--- src/rtl/ascon_pack.sv ---
// Shared ASCON types and constants for the permutation datapath and its sequencer.
package ascon_pack;

  // x0..x4 as five 64-bit words; index 0 is x0
  typedef logic [4:0][63:0] type_state;

  typedef enum logic [1:0] {
    ROUNDS_12 = 2'b00,
    ROUNDS_8  = 2'b01,
    ROUNDS_6  = 2'b10
  } type_rounds;

  typedef enum logic [1:0] {
    IDLE,
    RUN,
    DONE
  } type_seq_fsm;

  localparam logic [3:0] FIRST_ROUND_12 = 4'd0;
  localparam logic [3:0] FIRST_ROUND_8  = 4'd4;
  localparam logic [3:0] FIRST_ROUND_6  = 4'd6;

endpackage

--- src/rtl/permutation_elementaire.sv ---
// One ASCON round: constant addition, bitsliced 5-bit S-box layer, linear diffusion.
module permutation_elementaire
  import ascon_pack::*;
(
  input  type_state  state_i,
  input  logic [3:0] round_i,
  output type_state  state_o
);

  function automatic logic [63:0] rotr(input logic [63:0] v, input int s);
    return (v >> s) | (v << (64 - s));
  endfunction

  logic [63:0] a0, a1, a2, a3, a4;
  logic [63:0] b0, b1, b2, b3, b4;
  logic [63:0] c0, c1, c2, c3, c4;
  logic [63:0] d0, d1, d2, d3, d4;

  // Round constant is ((15 - r) << 4) | r, i.e. {~r, r}
  assign a0 = state_i[0];
  assign a1 = state_i[1];
  assign a2 = state_i[2] ^ {56'd0, ~round_i, round_i};
  assign a3 = state_i[3];
  assign a4 = state_i[4];

  assign b0 = a0 ^ a4;
  assign b1 = a1;
  assign b2 = a2 ^ a1;
  assign b3 = a3;
  assign b4 = a4 ^ a3;

  assign c0 = b0 ^ (~b1 & b2);
  assign c1 = b1 ^ (~b2 & b3);
  assign c2 = b2 ^ (~b3 & b4);
  assign c3 = b3 ^ (~b4 & b0);
  assign c4 = b4 ^ (~b0 & b1);

  assign d0 = c0 ^ c4;
  assign d1 = c1 ^ c0;
  assign d2 = ~c2;
  assign d3 = c3 ^ c2;
  assign d4 = c4;

  assign state_o[0] = d0 ^ rotr(d0, 19) ^ rotr(d0, 28);
  assign state_o[1] = d1 ^ rotr(d1, 61) ^ rotr(d1, 39);
  assign state_o[2] = d2 ^ rotr(d2, 1)  ^ rotr(d2, 6);
  assign state_o[3] = d3 ^ rotr(d3, 10) ^ rotr(d3, 17);
  assign state_o[4] = d4 ^ rotr(d4, 7)  ^ rotr(d4, 41);

endmodule

--- src/rtl/ascon_perm_sequencer.sv ---
// Iterates one ASCON round per clock to build p^12 / p^8 / p^6 with a start/done handshake.
module ascon_perm_sequencer
  import ascon_pack::*;
#(
  parameter logic [3:0] ROUND_LAST = 4'd11
) (
  input  logic       clock_i,
  input  logic       reset_i,
  input  logic       start_i,
  input  logic [1:0] rounds_i,
  input  type_state  state_i,
  output type_state  state_o,
  output logic       busy_o,
  output logic       done_o,
  output logic [3:0] round_o
);

  type_seq_fsm fsm_q;
  type_state   state_q;
  type_state   state_nxt;
  logic [3:0]  cnt_q;
  logic [3:0]  first_round;

  permutation_elementaire p_round (
    .state_i (state_q),
    .round_i (cnt_q),
    .state_o (state_nxt)
  );

  // Shorter permutations run the tail of the 12-round schedule; 2'b11 falls back to 12
  always_comb begin
    first_round = FIRST_ROUND_12;
    case (rounds_i)
      ROUNDS_8: first_round = FIRST_ROUND_8;
      ROUNDS_6: first_round = FIRST_ROUND_6;
      default:  first_round = FIRST_ROUND_12;
    endcase
  end

  always_ff @(posedge clock_i or posedge reset_i) begin
    if (reset_i) begin
      fsm_q   <= IDLE;
      state_q <= '0;
      cnt_q   <= '0;
      busy_o  <= 1'b0;
      done_o  <= 1'b0;
    end else begin
      case (fsm_q)
        IDLE: begin
          done_o <= 1'b0;
          if (start_i) begin
            state_q <= state_i;
            cnt_q   <= first_round;
            busy_o  <= 1'b1;
            fsm_q   <= RUN;
          end
        end
        RUN: begin
          state_q <= state_nxt;
          if (cnt_q == ROUND_LAST) begin
            busy_o <= 1'b0;
            done_o <= 1'b1;
            fsm_q  <= DONE;
          end else begin
            cnt_q <= cnt_q + 4'd1;
          end
        end
        DONE: begin
          done_o <= 1'b0;
          fsm_q  <= IDLE;
        end
        default: begin
          busy_o <= 1'b0;
          done_o <= 1'b0;
          fsm_q  <= IDLE;
        end
      endcase
    end
  end

  assign state_o = state_q;
  assign round_o = cnt_q;

endmodule
--- config.mk ---
export PLATFORM = sky130hd
export DESIGN_NAME = ascon_perm_sequencer
export DESIGN_NICKNAME = d
export VERILOG_FILES = /design/src/rtl/ascon_pack.sv /design/src/rtl/permutation_elementaire.sv /design/src/rtl/ascon_perm_sequencer.sv
export SDC_FILE = /design/constraint.sdc
export NUM_CORES = 2
export LEC_CHECK = 0
export BUFFER_PORTS_ARGS = -buffer_cell sky130_fd_sc_hd__buf_2
export CAP_MARGIN = 20
export CORE_MARGIN = 1.5
export CORE_UTILIZATION = 40
export CTS_BUF_LIST = sky130_fd_sc_hd__clkbuf_4 sky130_fd_sc_hd__clkbuf_8 sky130_fd_sc_hd__clkbuf_16
export DETAILED_ROUTE_END_ITERATION = 16
export HOLD_SLACK_MARGIN = 0.02
export SETUP_SLACK_MARGIN = 0.3
export SYNTH_ARGS = -nofsm -noshare
export SYNTH_HDL_FRONTEND = slang
export SYNTH_HIERARCHICAL = 1
export SYNTH_SLANG_ARGS = --single-unit
--- constraint.sdc ---
create_clock -name clock_i -period 17 [get_ports clock_i]
set_input_delay 3.4 -clock clock_i [delete_from_list [all_inputs] [get_ports clock_i]]
set_output_delay 3.4 -clock clock_i [all_outputs]
set_load 0.02 [all_outputs]
**After elaboration in Yosys (flattened, before gate mapping)**

Index checks and enable logic that the tools add are counted.

- Bits in registers: 328
- Bits of input ports: 325
- Output and inout port bits: 326
- Logic and storage cells: 83

- Add/subtract/negate cells: 1
- Equal/unequal tests: 8
- Muxes and demuxes: 14
- Bitwise operators: 45
- Reductions and logical operators: 6

Operators by type and width:

| cell | count |
|---|---|
| bitwise XOR 64 bit | 21 |
| case mux 320 bit (2 select lines) | 1 |
| NOT 64 bit | 6 |
| AND 64 bit | 5 |
| two-way mux 320 bit | 1 |
| OR 23 x 64 -> 64 bit | 1 |
| OR 25 x 64 -> 64 bit | 1 |
| OR 3 x 64 -> 64 bit | 1 |
| OR 36 x 64 -> 64 bit | 1 |
| OR 45 x 64 -> 64 bit | 1 |
| OR 47 x 64 -> 64 bit | 1 |
| OR 54 x 64 -> 64 bit | 1 |
| OR 57 x 64 -> 64 bit | 1 |
| OR 58 x 64 -> 64 bit | 1 |
| OR 63 x 64 -> 64 bit | 1 |
| bitwise XOR 64 x 8 -> 64 bit | 1 |
| two-way mux 4 bit | 2 |
| case mux 4 bit (2 select lines) | 1 |
| != test 2 bit, second input constant | 3 |
| case mux 3 bit (2 select lines) | 1 |
| AND reduction 3 bit | 2 |
| adder 4 x 1 -> 4 bit, second input constant | 1 |
| equality test 2 x 1 -> 1 bit, second input constant | 2 |
| equality test 2 bit, second input constant | 2 |
| 10 further kinds | 15 |

**Depth between registers and ports, before layout**

- Depth after elaboration: 11
- Gate-level depth with buffers: 7
- Mapped depth without buffers: 7

**Modules after synthesis**

Netlist, hierarchy kept.

By module, submodules not included:

| module | instances | cells each | area an instance (um^2) | seq. area each (um^2) |
|---|---|---|---|---|
| permutation_elementaire | 1 | 1597 | 15907.8 | 0.0 |
| ascon_perm_sequencer | 1 | 1427 | 15124.5 | 8207.9 |

**Worst setup path before layout**

OpenSTA, ideal clock, no wires.

- Path type: input -> register
- Start: input port start_i
- End: register state_q (netlist bit state_o[0])
- Library setup time: 0.132 ns
- Arrival time: 4.203 ns
- Required time: 16.868 ns
- Setup slack: 12.664 ns
- Cell stages on the path: 5
- Path buffers: 3
- Cell sequence: o21bai_2 buf_4 buf_2 clkbuf_1 o21ai_1

- Cells in the longest elaborated chain, start to end: 2

Ends and longest elaborated chain:

| what | line | source |
|---|---|---|
| start: declaration | ascon_perm_sequencer.sv:9 | `input logic start_i,` |
| != test 2 bit (no source line) | - |  |
| AND reduction 2 bit (no source line) | - |  |
| end signal: assignment | ascon_perm_sequencer.sv:52 | `state_q <= state_i;` |
| end signal: assignment | ascon_perm_sequencer.sv:59 | `state_q <= state_nxt;` |
| end: declaration | ascon_perm_sequencer.sv:19 | `type_state state_q;` |

No other way between the ends.
A chain may end at the register's enable or synchronous reset.

**Worst setup path after layout**

- Start: input port start_i
- End: register state_q (netlist bit state_o[162])

Same word-level chain as after synthesis.

==> impl_metrics.csv <==
group,metric,value,unit
place,dp_hpwl,120700,um
floorplanning,io_pins,651,
clocking,cts_setup_buffers,0,
timing,maxSlewViolCount,0,
timing,clock.fmax,170.4,MHz
final_layout,fillCellCount,7300,
floorplanning,core_area,76330,um^2
timing,final.setup_skew,0.03175,ns
timing,rsz0062_at_grt,"false",
final_layout,drive_gt1_share,22.08,%
drt,drtPass1Iterations,6,
timing,worst_slew_pin_slew,1.233,ns
final_layout,postLayoutCellArea,36460,um^2
final_layout,multi_input_area,21610,um^2
place,io_buffers,650,
yosys,synth.ff_latch_count,328,
drt,drt-total-wl,143100,um
timing,setup_tns,0,ns
worst_setup_path,path_class,"input port to register",
floorplanning,fp-row-count,101,
drt,route.vias.total,25300,
worst_setup_path,crit_arrival,6.30,ns
final_layout,nets,4084,
yosys,syn-num-nets,3479,
yosys,ys_seq_area_share,26.45,%
clocking,clock_tree.root_cell,"clkbuf_16",
floorplanning,start_util,40.66,%
clocking,holdBufCountCts,0,
yosys,netlist_instances,3024,
floorplanning,fp.dieH,281.5,um
global_routing,track_usage,35.29,%
yosys,synth_most_common_cell,"nand2_1",
timing,hold_violations,0,
yosys,async_flop_share,100.0,%
place,place_area,35080,um^2
yosys,yosys_warnings,6,
final_layout,regArea,8208,um^2
clocking,ctsResizeCount,0,
worst_setup_path,critPathMaxFanout,210,
drt,drc,0,
yosys,synthDominantCellAreaShare,26.45,%
drt,wl_per_cell,30.50,um
worst_setup_path,r2r_slack,13.53,ns
timing,timing.final.ws_setup,11.13,ns
clocking,clockBufferDepth,3,
yosys,netlist_area,31030,um^2
global_routing,grt_pass1_vias,23620,
clocking,cts_buffers,40,
clocking,ctsHtreeMaxLevel,2,
worst_setup_path,cp-start-kind,"input port",
clocking,cts_tree,"built",
timing,post-route-min-period,5.868,ns
yosys,synth_flop_cell,"dfrtp_1",
worst_setup_path,cp-end-kind,"register",
min_path,worstHoldPathType,"register to register",
yosys,yosys-top-cells-area,"dfrtp_1 26%, xnor3_1 16%, xnor2_1 14%",
clocking,cts.sinks,328,
yosys,synth_common_cells,"522 x nand2_1, 490 x xnor2_1, 328 x dfrtp_1",
min_path,whs_path_depth,2,
clocking,path_clk_slew,0.06,ns
worst_setup_path,reg2reg_depth,5,
global_routing,grt_start_max_net_pins,238,
place,place_ws,10.46,ns
floorplanning,dieArea,79260,um^2
drt,ant_nets,0,
worst_setup_path,required,17.43,ns
run_status,status,"finished clean",
yosys,avgSynthCellArea,10.26,um^2
timing,finalSetupViolCount,0,
drt,drtIter0Drc,2225,
global_routing,grt_antenna_before_repair,18,
global_routing,grt_pass1_wl,190100,um
place,finalWeightedCongestion,1.029,
timing,max-slew-margin-rel,17.24,%
drt,vias_per_cell,5.394,
clocking,clkLatencyLatePin,0.59,ns
job,max_cap_violations,0,
floorplanning,dieWidth,281.5,um
yosys,synth_cell_types,42,
yosys,synth-edff-count,0,
global_routing,overflow,0,
timing,post-route-period-util,34.52,%
final_layout,area_delta_synth_final,17.48,%
yosys,synth_top_area_cell,"dfrtp_1",
==> final timing paths <==
kind                                            from                       end
worst max-delay path                         start_i  state_o[162]$_DFFE_PP0P_
worst min-delay path              done_o$_DFFE_PP0P_        done_o$_DFFE_PP0P_
worst max register to register  fsm_q[0]$_DFFE_PP0P_  state_o[162]$_DFFE_PP0P_
worst min register to register    done_o$_DFFE_PP0P_        done_o$_DFFE_PP0P_
max in group asynchronous                    reset_i  state_o[182]$_DFFE_PP0P_
min in group asynchronous                    reset_i   state_o[27]$_DFFE_PP0P_
==> routing by layer <==
| metal | global-route usage (%) | vias up | wire length (um) |
|---|---|---|---|
| met5 | 0 | - | 190 |
| met4 | 17.12 | 32 | 7809 |
| met3 | 7.507 | 263 | 12560 |
| met2 | 55.72 | 1255 | 65210 |
| met1 | 45.96 | 12430 | 57290 |
| li1 | - | 11310 | - |
==> stage by stage <==
stage / hold WS, ns / utilization (%) / instances
2_1_floorplan: 0.5095 / - / 3024
3_3_place_gp: 0.4814 / 45.96 / 4616
3_5_place_dp: 0.4894 / 45.96 / 4616
4_1_cts: 0.5030 / 47.75 / 4688
5_1_grt: 0.5426 / 47.76 / 4689
6_report: 0.5015 / 47.76 / 4690
==> layout by cell type (no fill, tap or decap), drive strengths merged, types with 2 or more instances in the layout <==
cell type / instances
maj3: 12
mux2i: 324
xor2: 111
and4b: 2
clkbuf: 59
mux2: 2
nor2: 92
a21oi: 80
clkinvlp: 3
nand2b: 2
nand2: 522
clkinv: 5
buf: 670
inv: 147
dfrtp: 328
xnor2: 542
xor3: 31
bufinv: 3
ha: 130
a21o: 2
o21ai: 355
xnor3: 225
==> final cells by class <==
cell class | instances | share of cell area, %
clock buffers | 59 | 3.322
diodes | 1 | 0.006864
well taps | 1030 | 3.535
flip-flops and latches | 328 | 22.51
repair buffers | 670 | 9.404
clock inverters | 13 | 0.4256
multi-input cells | 2444 | 59.28
inverters | 145 | 1.514
==> cells by family after synthesis <==
kind of cell               count (synthesis)  share of synthesized area [%]
adders and majority gates                142                          5.637
xor gates and xnor gates                 909                          38.54
AOI/OAI and AO/OA                        442                          7.209
buffers and inverters                    252                          3.959
DFF                                      328                          26.45
and+or+nand+nor                          625                          7.685
muxes                                    326                          10.52
==> flip-flops by register name, indices dropped and copies added (netlist names) <==
register and flops:
round_o 4, fsm_q 2, state_o 320, busy_o 1
done_o 1
==> worst max-delay path: stages <==
cell and delay [ns]:
buf_2 0.13, o21bai_4 0.10, buf_4 0.62, buf_4 0.90, buf_12 0.64, o21ai_0 0.21
Power is left out: the tool's default activity adds up to more than one toggle a clock period on the data nets, which glitch-free logic cannot reach.
